`src/rtl/mole_pkg.sv`:
```
// Shared types and constants for the whack-a-mole engine.
// State encoding, LFSR feedback taps and the default seed.
package mole_pkg;

    typedef enum logic [1:0] {
        IDLE = 2'd0,
        ARM  = 2'd1,
        SHOW = 2'd2,
        DONE = 2'd3
    } state_t;

    // x^16 + x^14 + x^13 + x^11 + 1 -> state bits 15, 13, 12, 10
    localparam logic [15:0] LFSR_TAPS     = 16'hB400;
    localparam logic [15:0] LFSR_SEED_DEF = 16'hACE1;

endpackage

```
`src/rtl/mole_lfsr.sv`:
```
// 16-bit Fibonacci LFSR, free-running every cycle.
// Supplies the pseudo-random mole positions.
module mole_lfsr
    import mole_pkg::*;
#(
    parameter logic [15:0] SEED = LFSR_SEED_DEF
) (
    input  logic        clk,
    input  logic        rst,
    output logic [15:0] state
);

    always_ff @(posedge clk) begin
        if (rst) begin
            state <= SEED;
        end else begin
            state <= {state[14:0], ^(state & LFSR_TAPS)};
        end
    end

endmodule

```
`src/rtl/mole_engine.sv`:
```
// Whack-a-mole game engine: switch edge detect, mole timer,
// score/miss counters and the game FSM. All outputs are registered.
module mole_engine
    import mole_pkg::*;
#(
    parameter int          N_HOLES      = 16,
    parameter int          SCORE_W      = 6,
    parameter int          TARGET_SCORE = 60,
    parameter int          MAX_MISSES   = 3,
    parameter int          TIMEOUT_CYC  = 100_000_000,
    parameter logic [15:0] LFSR_SEED    = LFSR_SEED_DEF
) (
    input  logic                             clk,
    input  logic                             rst,
    input  logic                             start,
    input  logic [N_HOLES-1:0]               sw,
    output logic [N_HOLES-1:0]               led,
    output logic [SCORE_W-1:0]               score,
    output logic [$clog2(MAX_MISSES+1)-1:0]  misses,
    output logic                             playing,
    output logic                             game_over,
    output logic                             win
);

    localparam int IDX_W  = $clog2(N_HOLES);
    localparam int MISS_W = $clog2(MAX_MISSES + 1);
    localparam int TMR_W  = $clog2(TIMEOUT_CYC + 1);

    localparam logic [SCORE_W-1:0] SCORE_TGT = SCORE_W'(TARGET_SCORE);
    localparam logic [MISS_W-1:0]  MISS_MAX  = MISS_W'(MAX_MISSES);

    function automatic logic [N_HOLES-1:0] onehot(input logic [IDX_W-1:0] i);
        onehot    = '0;
        onehot[i] = 1'b1;
    endfunction

    // Mole lifetime halves every 16 points, capped at a quarter.
    function automatic logic [TMR_W-1:0] reload(input logic [SCORE_W-1:0] s);
        int lvl;
        lvl = int'(s) / 16;
        if (lvl > 2) lvl = 2;
        return TMR_W'(TIMEOUT_CYC >> lvl);
    endfunction

    logic [15:0] lfsr;
    logic        unused_lfsr;

    mole_lfsr #(
        .SEED (LFSR_SEED)
    ) u_lfsr (
        .clk   (clk),
        .rst   (rst),
        .state (lfsr)
    );

    assign unused_lfsr = ^lfsr[15:IDX_W];

    state_t              state;
    state_t              state_nx;
    logic [N_HOLES-1:0]  sw_q;
    logic [N_HOLES-1:0]  rise;
    logic [N_HOLES-1:0]  target;
    logic [N_HOLES-1:0]  led_nx;
    logic [IDX_W-1:0]    idx;
    logic [IDX_W-1:0]    idx_nx;
    logic [IDX_W-1:0]    cand;
    logic [IDX_W-1:0]    pick;
    logic [TMR_W-1:0]    timer;
    logic [TMR_W-1:0]    timer_nx;
    logic [SCORE_W-1:0]  score_nx;
    logic [MISS_W-1:0]   misses_nx;
    logic                win_nx;
    logic                expired;
    logic                hit;
    logic                miss;

    always_comb begin
        rise    = sw & ~sw_q;
        target  = onehot(idx);
        cand    = lfsr[IDX_W-1:0];
        pick    = (cand == idx) ? cand + IDX_W'(1) : cand;
        expired = (timer <= TMR_W'(1));
        // Any stray edge is a miss, even alongside the target edge.
        hit     = ((rise & ~target) == '0) && (rise != '0);
        miss    = ((rise & ~target) != '0) || ((rise == '0) && expired);

        state_nx  = state;
        idx_nx    = idx;
        timer_nx  = timer;
        score_nx  = score;
        misses_nx = misses;
        win_nx    = win;

        unique case (state)
            IDLE, DONE: begin
                if (start) begin
                    state_nx  = ARM;
                    score_nx  = '0;
                    misses_nx = '0;
                    win_nx    = 1'b0;
                end
            end
            ARM: begin
                if (sw == '0) begin
                    state_nx = SHOW;
                    idx_nx   = pick;
                    timer_nx = reload(score);
                end
            end
            SHOW: begin
                if (hit) begin
                    score_nx = score + SCORE_W'(1);
                    if (score_nx == SCORE_TGT) begin
                        state_nx = DONE;
                        win_nx   = 1'b1;
                    end
                end else if (miss) begin
                    misses_nx = misses + MISS_W'(1);
                    if (misses_nx == MISS_MAX) state_nx = DONE;
                end else begin
                    timer_nx = timer - TMR_W'(1);
                end
                if ((hit || miss) && state_nx == SHOW) begin
                    idx_nx   = pick;
                    timer_nx = reload(score_nx);
                end
            end
        endcase

        led_nx = '0;
        if (state_nx == SHOW) begin
            led_nx = onehot(idx_nx);
        end else if (state_nx == DONE && win_nx) begin
            led_nx = '1;
        end
    end

    always_ff @(posedge clk) begin
        if (rst) begin
            state     <= IDLE;
            sw_q      <= '0;
            idx       <= '0;
            timer     <= '0;
            led       <= '0;
            score     <= '0;
            misses    <= '0;
            playing   <= 1'b0;
            game_over <= 1'b0;
            win       <= 1'b0;
        end else begin
            state     <= state_nx;
            sw_q      <= sw;
            idx       <= idx_nx;
            timer     <= timer_nx;
            led       <= led_nx;
            score     <= score_nx;
            misses    <= misses_nx;
            playing   <= (state_nx == ARM) || (state_nx == SHOW);
            game_over <= (state_nx == DONE);
            win       <= win_nx;
        end
    end

endmodule

```
`config.mk`:
```
export PLATFORM = sky130hd
export DESIGN_NAME = mole_engine
export DESIGN_NICKNAME = d
export VERILOG_FILES = /design/src/rtl/mole_pkg.sv /design/src/rtl/mole_lfsr.sv /design/src/rtl/mole_engine.sv
export SDC_FILE = /design/constraint.sdc
export NUM_CORES = 1
export LEC_CHECK = 0
export ABC_AREA = 1
export CAP_MARGIN = 20
export CORE_AREA = 5 5 125 127
export CTS_CLUSTER_SIZE = 24
export DETAILED_ROUTE_END_ITERATION = 10
export DIE_AREA = 0 0 130 132
export SLEW_MARGIN = 30
export SYNTH_ARGS = -nofsm -noshare
export SYNTH_HDL_FRONTEND = slang
export SYNTH_SLANG_ARGS = --single-unit
```
`constraint.sdc`:
```
create_clock -name clk -period 6.8 [get_ports clk]
set_input_delay 1.36 -clock clk [delete_from_list [all_inputs] [get_ports clk]]
set_output_delay 1.36 -clock clk [all_outputs]
set_load 0.005 [all_outputs]
```
After elaboration in Yosys (flattened, before gate mapping). Cells that the tools add are included.

Bits in registers: 92. Input bits: 19. Output and inout port bits: 27.

$add $sub $neg: 4. Order comparisons: 7. Eq/ne operators: 17. Shifts and indexed selects: 2. Multiplexer cells: 41. Bitwise gates (word level): 4. Reduce and logical (&&, ||, !) cells: 23.

Operator list (number): 2-to-1 mux 32 bit (4); 2-to-1 mux 27 bit (4); right shift 27 x 32 -> 27 bit, first input constant (2); one-hot mux 27 bit (2 select lines) (1); logical NOT 16 bit (3); bitwise AND 16 bit (2); 2-to-1 mux 16 bit (2); inverter 16 bit (2); nonzero test 16 bit (2); <= comparator 27 x 1 -> 1 bit, second input constant (1); subtractor 27 x 1 -> 27 bit, second input constant (1); 2-to-1 mux 2 bit (12); 2-to-1 mux 6 bit (3); XOR reduction 16 bit (1); equality test 2 bit, second input constant (6); 2-to-1 mux 4 bit (3); one-hot mux 6 bit (2 select lines) (1); < comparator 4 x 5 -> 1 bit, second input constant (2); != test 2 bit, second input constant (5); demux 1 bit (select 4 bit) (2); >= comparator 4 x 1 -> 1 bit, second input constant (2); one-hot mux 4 bit (2 select lines) (1); AND reduction 4 bit (2); adder 6 x 1 -> 6 bit, second input constant (1); 18 further kinds (33).

Longest topological paths before layout. Gate-level depths: netlist (run 1).

Depth in word-level cells: 20. Depth in mapped cells: 23. Mapped depth without buffers: 22.

By module. A second synthesis (run 1) with hierarchy kept.

Cell total of the unflattened synthesis: 772. Area total of the unflattened synthesis: 5119.9 sq um.

Modules (own cells, without submodules): mole_engine (times used 1, cells each 713, area an instance 4616.9 sq um, sequential area each 1521.5 sq um); mole_lfsr (times used 1, cells each 59, area an instance 503.0 sq um, sequential area each 320.3 sq um).

Worst setup path before layout (run 1). No wires, ideal clock.

Kind: input-to-reg. Start point: in sw[2]. End point: reg led[10]. Arrival time: 3.708 ns. Data required time: 6.729 ns. Setup slack: 3.022 ns. Stages on the path: 19. Buffers on the path: 2. Path through: inv_1 nor2_1 nor3_1 nand2_1 nor2_1 inv_1 nand2_4 nand2_1 nor2_1 nor2_4 o21ai_0 o21a_1 inv_1 ha_1 buf_2 nor3_2 inv_1 clkbuf_1 a21oi_1.

Elaborated cells on any way between the ends: 33.

RTL lines: from (decl) (RTL line mole_engine.sv:16) `input logic [N_HOLES-1:0] sw,`; bitwise AND 16 bit (RTL line mole_engine.sv:78) `rise = sw & ~sw_q;`; bitwise AND 16 bit or logical NOT 16 bit (tied branches) (RTL line mole_engine.sv:84, mole_engine.sv:85); nonzero test 16 bit or logical AND 1 bit (tied branches) (RTL line mole_engine.sv:85) `miss = ((rise & ~target) != '0) || ((rise == '0) && expired);`; logical OR 1 bit (RTL line mole_engine.sv:85); 2-to-1 mux 2 bit (RTL line mole_engine.sv:117) `end else if (miss) begin`; 2-to-1 mux 2 bit (RTL line mole_engine.sv:111) `if (hit) begin`; 2-to-1 mux 2 bit (RTL line mole_engine.sv:94) `unique case (state)`; one-hot mux 2 bit (3 select lines) * (RTL line mole_engine.sv:94); named net state_nx[0] (RTL line mole_engine.sv:59) `state_t state_nx;`; equality test 2 bit (RTL line mole_engine.sv:133) `end else if (state_nx == DONE && win_nx) begin`; logical AND 1 bit (RTL line mole_engine.sv:133); 2-to-1 mux 16 bit (RTL line mole_engine.sv:133); 2-to-1 mux 16 bit * (RTL line mole_engine.sv:131) `if (state_nx == SHOW) begin`; to (signal assigned) (RTL line mole_engine.sv:155) `led <= led_nx;`; to (decl) (RTL line mole_engine.sv:17) `output logic [N_HOLES-1:0] led,`.

The timed path passes the listed nets; every way through them passes the cells marked *. The select of a mux whose other input is x is not followed. A chain may end at the register's enable or synchronous reset.

Final worst setup path (run 1).
Start point: in sw[2]. End point: reg timer[12].

Cells in the longest elaborated chain, start to end: 13. Elaborated cells on any way between the ends: 29.

RTL lines: bitwise AND 16 bit (RTL line mole_engine.sv:78); bitwise AND 16 bit (RTL line mole_engine.sv:84, mole_engine.sv:85); logical NOT 16 bit (RTL line mole_engine.sv:84) `hit = ((rise & ~target) == '0) && (rise != '0);`; logical AND 1 bit (RTL line mole_engine.sv:84); 2-to-1 mux 6 bit (RTL line mole_engine.sv:111); 2-to-1 mux 6 bit (RTL line mole_engine.sv:94); > comparator 2 bit (RTL line mole_engine.sv:41) `if (lvl > 2) lvl = 2;`; 2-to-1 mux 2 bit (RTL line mole_engine.sv:41); 2-to-1 mux 32 bit (RTL line mole_engine.sv:123) `if ((hit || miss) && state_nx == SHOW) begin`; 2-to-1 mux 32 bit (RTL line mole_engine.sv:94); right shift 27 x 32 -> 27 bit (RTL line mole_engine.sv:42) `return TMR_W'(TIMEOUT_CYC >> lvl);`; 2-to-1 mux 27 bit (RTL line mole_engine.sv:123); one-hot mux 27 bit (2 select lines) (RTL line mole_engine.sv:94); to (signal assigned) (RTL line mole_engine.sv:154) `timer <= timer_nx;`; to (decl) (RTL line mole_engine.sv:68) `logic [TMR_W-1:0] timer;`.

Parallel ways exist; a longest one is shown, timed or not. The select of a mux whose other input is x is not followed.

==> results.sh, run 1 <==
export IMPL_status="complete, no violations"
export IMPL_postCtsResizedCells=0
export IMPL_synth_avg_cell_area_um2=6.87
export IMPL_drc=0
export IMPL_postCtsHoldBufs=0
export IMPL_final_min_period_over_clock_period_pct=63.8
export IMPL_drt_pass1_iterations=4
export IMPL_worst_pin_slew_ps=822
export IMPL_multiInputGateArea_um2=2720
export IMPL_crit_path_start_kind="input pin"
export IMPL_hpwl_mm=9.24
export IMPL_synth_edf_count=0
export IMPL_slowest_stage="nand2_1"
export IMPL_core_um2=14300
export IMPL_post_cts_setup_buffer_count=0
export IMPL_final_seq_area_um2=1840
export IMPL_final_max_slew_viol_count=0
export IMPL_grt_setup_unrepaired="no"
export IMPL_max_cap_viol_count=0
export IMPL_globalRoute_totalOverflow=0
export IMPL_clock_sinks=92
export IMPL_synth_main_ff_cell="dfxtp_1"
export IMPL_ios=46
export IMPL_fp_dieH_um=132
export IMPL_core_rowCount=44
export IMPL_static_leak_uw=0.00279
export IMPL_finalCoreUtilization_pct=42.0
export IMPL_setup_total_negative_slack_ps=0
export IMPL_area_growth_pct=16.0
export IMPL_initial_utilization_pct=36.2
export IMPL_layout_drive_gt1_share_pct=10.2
export IMPL_cts_max_path_buffers=2
export IMPL_worst_slack_after_detailed_placement_ps=2120
export IMPL_power_per_cell_area_nw_per_um2=199
export IMPL_setup_worst_path_class="in2reg"
export IMPL_h_tree_levels=3
export IMPL_hold_class="reg2reg"
export IMPL_die_w_um=130
export IMPL_synth_seq_area_share_pct=35.5
export IMPL_drt_vias_per_instance=4.68
export IMPL_design_final_nets=818
export IMPL_fin_skew_ps=5.12
export IMPL_vdd_ir_drop_worst_uv=124
export IMPL_worst_hold_margin_ps=399
export IMPL_path_cells="clkdlybuf4s50_1, inv_1, nor2_1, nor3_1, nand2_1, nor2_1, inv_1, nand3_4, nand2_1, nor2_4, nand2_1, nand3_1, nand2_1, inv_2, o21ai_1, a21oi_1, a21oi_1"
export IMPL_grtUsageTotal_pct=14.8
export IMPL_cpMostUsedCell="nand2_1"
export IMPL_initial_antenna_violation_count=0
export IMPL_nFillCells=1520
export IMPL_synth_lib_cells_used_distinct=45
export IMPL_timing_critical_path_to_type="register"
export IMPL_synth_yosys_warnings=0
export IMPL_tritoncts="done"
export IMPL_cts_buffers=9
export IMPL_postSynthRegisterBits=92
export IMPL_timing_final_hold_violations=0
export IMPL_worstSkewPairLatency_ps=350
export IMPL_slew_limit_headroom_pct=45.0
export IMPL_dr_first_iter_drc_count=245
export IMPL_port_buffers=45
export IMPL_worst_ep_arrival_time_ps=4560
export IMPL_worstPathMaxFanout=20
export IMPL_synth_cell_area_um2=5180
export IMPL_layout_cells_most_common="nand2_1"
export IMPL_die_area_um2=17200
export IMPL_period_minus_slack_ps=4340
export IMPL_async_reset_ff_share_pct=0
export IMPL_net_count_after_synthesis=783
export IMPL_vias=4581
export IMPL_cpPeakStageDelay_ps=480
export IMPL_mostFrequentLayoutCells="nand2_1, nor2_1, inv_1, dfxtp_1, a21oi_1"
export IMPL_grt_max_degree=71
export IMPL_post_synth_inst_count=755
export IMPL_fin_ws_ps=2460
export IMPL_clkSlewWorstSetupHoldPaths_ps=60
export IMPL_antenna_cells=0
export IMPL_max_freq_ghz=0.231
export IMPL_finalWeightedCongestion=0.933
export IMPL_grt_pass1_vias=4300
export IMPL_grt_pass1_wl_mm=20.6
export IMPL_ant_nets=0
export IMPL_wl_per_cell_um=12.4
export IMPL_worst_endpoint_required_ps=7030
export IMPL_clock_tree_root_cell="clkbuf_16"
export IMPL_setup_viol=0
export IMPL_power_total_uw=1190
export IMPL_finalWirelength_mm=12.2
[metrics by stage]
| step | cell area [µm²] | cells |
|---|---|---|
| after floorplan | 5180 | 755 |
| after global placement | 5730 | 963 |
| after detailed placement | 5730 | 963 |
| after CTS | 6010 | 979 |
| after global routing | 6010 | 979 |
| final | 6010 | 979 |
[flip-flops by register name, indices dropped and copies added, names as in the netlist]
register	cells
idx	4
score	6
timer	27
playing	1
state	2
game_over	1
led	16
win	1
misses	2
sw_q	16
u_lfsr.state	16
[final timing paths]
| kind | from | to | slack, ps | depth (start not counted) |
|---|---|---|---|---|
| setup / recovery | sw[2] | timer[12] | 2460 | 17 |
| hold / removal | u_lfsr.state[7] | u_lfsr.state[8] | 400 | 2 |
| setup reg to reg | idx[1] | timer[12] | 3230 | 19 |
| hold reg to reg | u_lfsr.state[7] | u_lfsr.state[8] | 400 | 2 |
[Yosys cell counts (7+ instances only)]
cell type | number | area (µm²)
nand2_1 | 144 | 541
nor2_1 | 121 | 454
inv_1 | 116 | 435
dfxtp_1 | 92 | 1840
a21oi_1 | 48 | 240
o21ai_0 | 26 | 130
nand3_1 | 25 | 125
xor2_1 | 21 | 184
nor3_1 | 13 | 65.1
nand4_1 | 12 | 75.1
clkbuf_1 | 11 | 41.3
inv_2 | 10 | 37.5
nor2_4 | 10 | 113
o21ai_1 | 10 | 50.1
ha_1 | 9 | 113
nand2_2 | 9 | 56.3
buf_6 | 7 | 78.8
nand2_4 | 7 | 78.8
or2_2 | 7 | 43.8
[area by class of cell]
| type | count | area share, % |
|---|---|---|
| clock buffers | 11 | 4.04 |
| clock inverters | 5 | 0.749 |
| inverters | 127 | 7.97 |
| multi-input cells | 514 | 45.3 |
| flip-flops and latches | 92 | 30.6 |
| well taps | 184 | 3.83 |
| repair buffers | 46 | 7.53 |
[worst max-delay path, delay by kind of cell]
kind	cells	cell delay, ps
compound gates	3	500
simple gates	10	1560
buf+inv	4	1120
[layer usage]
metal | track usage [%] | vias up | part of all wire [%]
met3 | 4.34 | 24 | 4.8
met5 | 0 | - | 0
met1 | 19.0 | 2042 | 46
met2 | 24.1 | 83 | 48
met4 | 4.27 | 0 | 2.0
li1 | - | 2432 | -
[where the power goes]
part,internal [µW],switching (µW)
sequential,554,14.6
combinational,51.4,88.8
clock,263,223
total,868,326
[logic make-up (layout without fill, tap and decap cells)]
family | Yosys count | count (layout) | synth area share, %
fa+ha+maj | 9 | 9 | 2.17
xor+xnor | 27 | 27 | 4.56
buf+inv | 149 | 189 | 12.0
flops | 92 | 92 | 35.5
simple gates | 371 | 371 | 34.1
compound gates | 107 | 107 | 11.7
No activity file was read; power rests on OpenSTA's default activity.
==> inputs of run 2 (changes only) <==
==> constraint.sdc (replaced) <==
create_clock -name clk -period 3.6 [get_ports clk]
set_input_delay 0.72 -clock clk [delete_from_list [all_inputs] [get_ports clk]]
set_output_delay 0.72 -clock clk [all_outputs]
set_load 0.005 [all_outputs]
==> run 2 against run 1 <==
Against the previous run:
- count of clock-buffer cells in the layout decreased by 1
- via count is 1.0% higher
- die area unchanged
- combinational power rose by 90%
- sequential cell count unchanged
- first-iteration DRC count rose by 5.3%
- non-clock buffer count grew 11
- utilization rose by 0.44 points
- critical path type unchanged
- critical endpoint is now led[12]
- highest routed layer unchanged
==> results.sh, run 2 (synthesized netlist as in run 1, its figures left out) <==
export IMPL_status="complete, no violations"
export IMPL_worstSkewPairLatency_ps=350
export IMPL_grt_max_degree=70
export IMPL_globalRoute_totalOverflow=0
export IMPL_postCtsHoldBufs=0
export IMPL_wl_per_cell_um=12.5
export IMPL_layout_cells_most_common="nand2_1"
export IMPL_worst_ep_arrival_time_ps=3560
export IMPL_design_final_nets=829
export IMPL_core_um2=14300
export IMPL_worst_hold_margin_ps=400
export IMPL_vdd_ir_drop_worst_uv=269
export IMPL_vias=4628
export IMPL_max_freq_ghz=0.305
export IMPL_h_tree_levels=3
export IMPL_area_growth_pct=17.2
export IMPL_fp_dieH_um=132
export IMPL_ios=46
export IMPL_fin_skew_ps=8.17
export IMPL_initial_utilization_pct=36.2
export IMPL_die_area_um2=17200
export IMPL_layout_drive_gt1_share_pct=11.3
export IMPL_worstPathMaxFanout=12
export IMPL_finalWeightedCongestion=0.936
export IMPL_power_per_cell_area_nw_per_um2=364
export IMPL_period_minus_slack_ps=3280
export IMPL_clkSlewWorstSetupHoldPaths_ps=70
export IMPL_crit_path_start_kind="input pin"
export IMPL_route_top_layer_used="met4"
export IMPL_final_max_slew_viol_count=0
export IMPL_largest_register_ff_count=27
export IMPL_timing_final_hold_violations=0
export IMPL_drt_vias_per_instance=4.68
export IMPL_hold_class="reg2reg"
export IMPL_wl_met1_mm=5.72
export IMPL_routed_wl_met2_mm=5.89
export IMPL_timing_critical_path_to_type="register"
export IMPL_postCtsResizedCells=0
export IMPL_slew_limit_headroom_pct=52.6
export IMPL_worst_endpoint_required_ps=3870
export IMPL_nFillCells=1539
export IMPL_mostFrequentLayoutCells="nand2_1, nor2_1, inv_1, dfxtp_1, a21oi_1"
export IMPL_finalWirelength_mm=12.3
export IMPL_tritoncts="done"
export IMPL_drc=0
export IMPL_hpwl_mm=9.46
export IMPL_register_name_with_the_most_flops="timer"
export IMPL_post_cts_setup_buffer_count=0
export IMPL_setup_worst_path_class="in2reg"
export IMPL_core_rowCount=44
export IMPL_static_leak_uw=0.00283
export IMPL_grt_pass1_wl_mm=20.7
export IMPL_grt_pass1_vias=4373
export IMPL_clock_tree_root_cell="clkbuf_16"
export IMPL_ant_nets=0
export IMPL_die_w_um=130
export IMPL_clock_sinks=92
export IMPL_setup_viol=0
export IMPL_grtUsageTotal_pct=14.9
export IMPL_wl_met3_um=541
export IMPL_setup_total_negative_slack_ps=0
export IMPL_worst_pin_slew_ps=710
export IMPL_port_buffers=45
export IMPL_final_min_period_over_clock_period_pct=91.2
export IMPL_max_cap_viol_count=0
export IMPL_antenna_cells=0
export IMPL_drt_pass1_iterations=7
export IMPL_grt_setup_unrepaired="no"
export IMPL_initial_antenna_violation_count=0
export IMPL_cts_buffers=9
export IMPL_cts_max_path_buffers=2
export IMPL_dr_first_iter_drc_count=258
[run 2: worst max-delay path, cell delays in order]
cell and delay (ps):
clkdlybuf4s50_1 420, nand2_1 140, nand2_1 70, nor3_1 160, nand2_1 80, nor2_1 200
inv_1 150, nand2_4 90, nand2_1 40, nor2_1 170, nor2_4 40, o21ai_0 200
o21a_1 180, inv_1 60, ha_1 200, nor3_2 220, inv_1 210, a21oi_1 200
[run 2: worst paths after layout]
kind | start | depth (start not counted) | end | slack, ps
setup / recovery | sw[4] | 18 | led[12] | 320
hold / removal | u_lfsr.state[11] | 2 | u_lfsr.state[12] | 400
setup reg to reg | idx[1] | 16 | led[12] | 500
hold reg to reg | u_lfsr.state[11] | 2 | u_lfsr.state[12] | 400
[run 2: layer usage]
| layer | vias to the layer above | track usage [%] |
|---|---|---|
| met5 | - | 0 |
| met4 | 0 | 4.16 |
| met3 | 12 | 4.01 |
| met2 | 90 | 24.4 |
| met1 | 2074 | 19.3 |
| li1 | 2452 | - |
[run 2: metrics by stage]
step                      setup slack [ps]  total power [µW]  area (µm²)  utilization, %  cells
after detailed placement             -12.2              1360        5810            40.6    974
after CTS                              332              2250        6080            42.4    989
after floorplan                        462              1300        5180               -    755
final                                  316              2210        6080            42.4    989
after global routing                  78.7              2330        6080            42.4    989
after global placement                22.5              1360        5810            40.6    974
[run 2: layout make-up]
class	count	area [µm²]	area share [%]
multi-input cells	514	2720	44.8
flip-flops and latches	92	1840	30.3
repair buffers	57	536	8.81
inverters	127	479	7.89
well taps	184	230	3.79
clock buffers	10	229	3.77
clock inverters	5	38.8	0.638
[run 2: power breakdown]
part | switching [µW] | internal [µW]
Sequential | 28.5 | 1050
Clock | 403 | 468
Combinational | 167 | 98.5
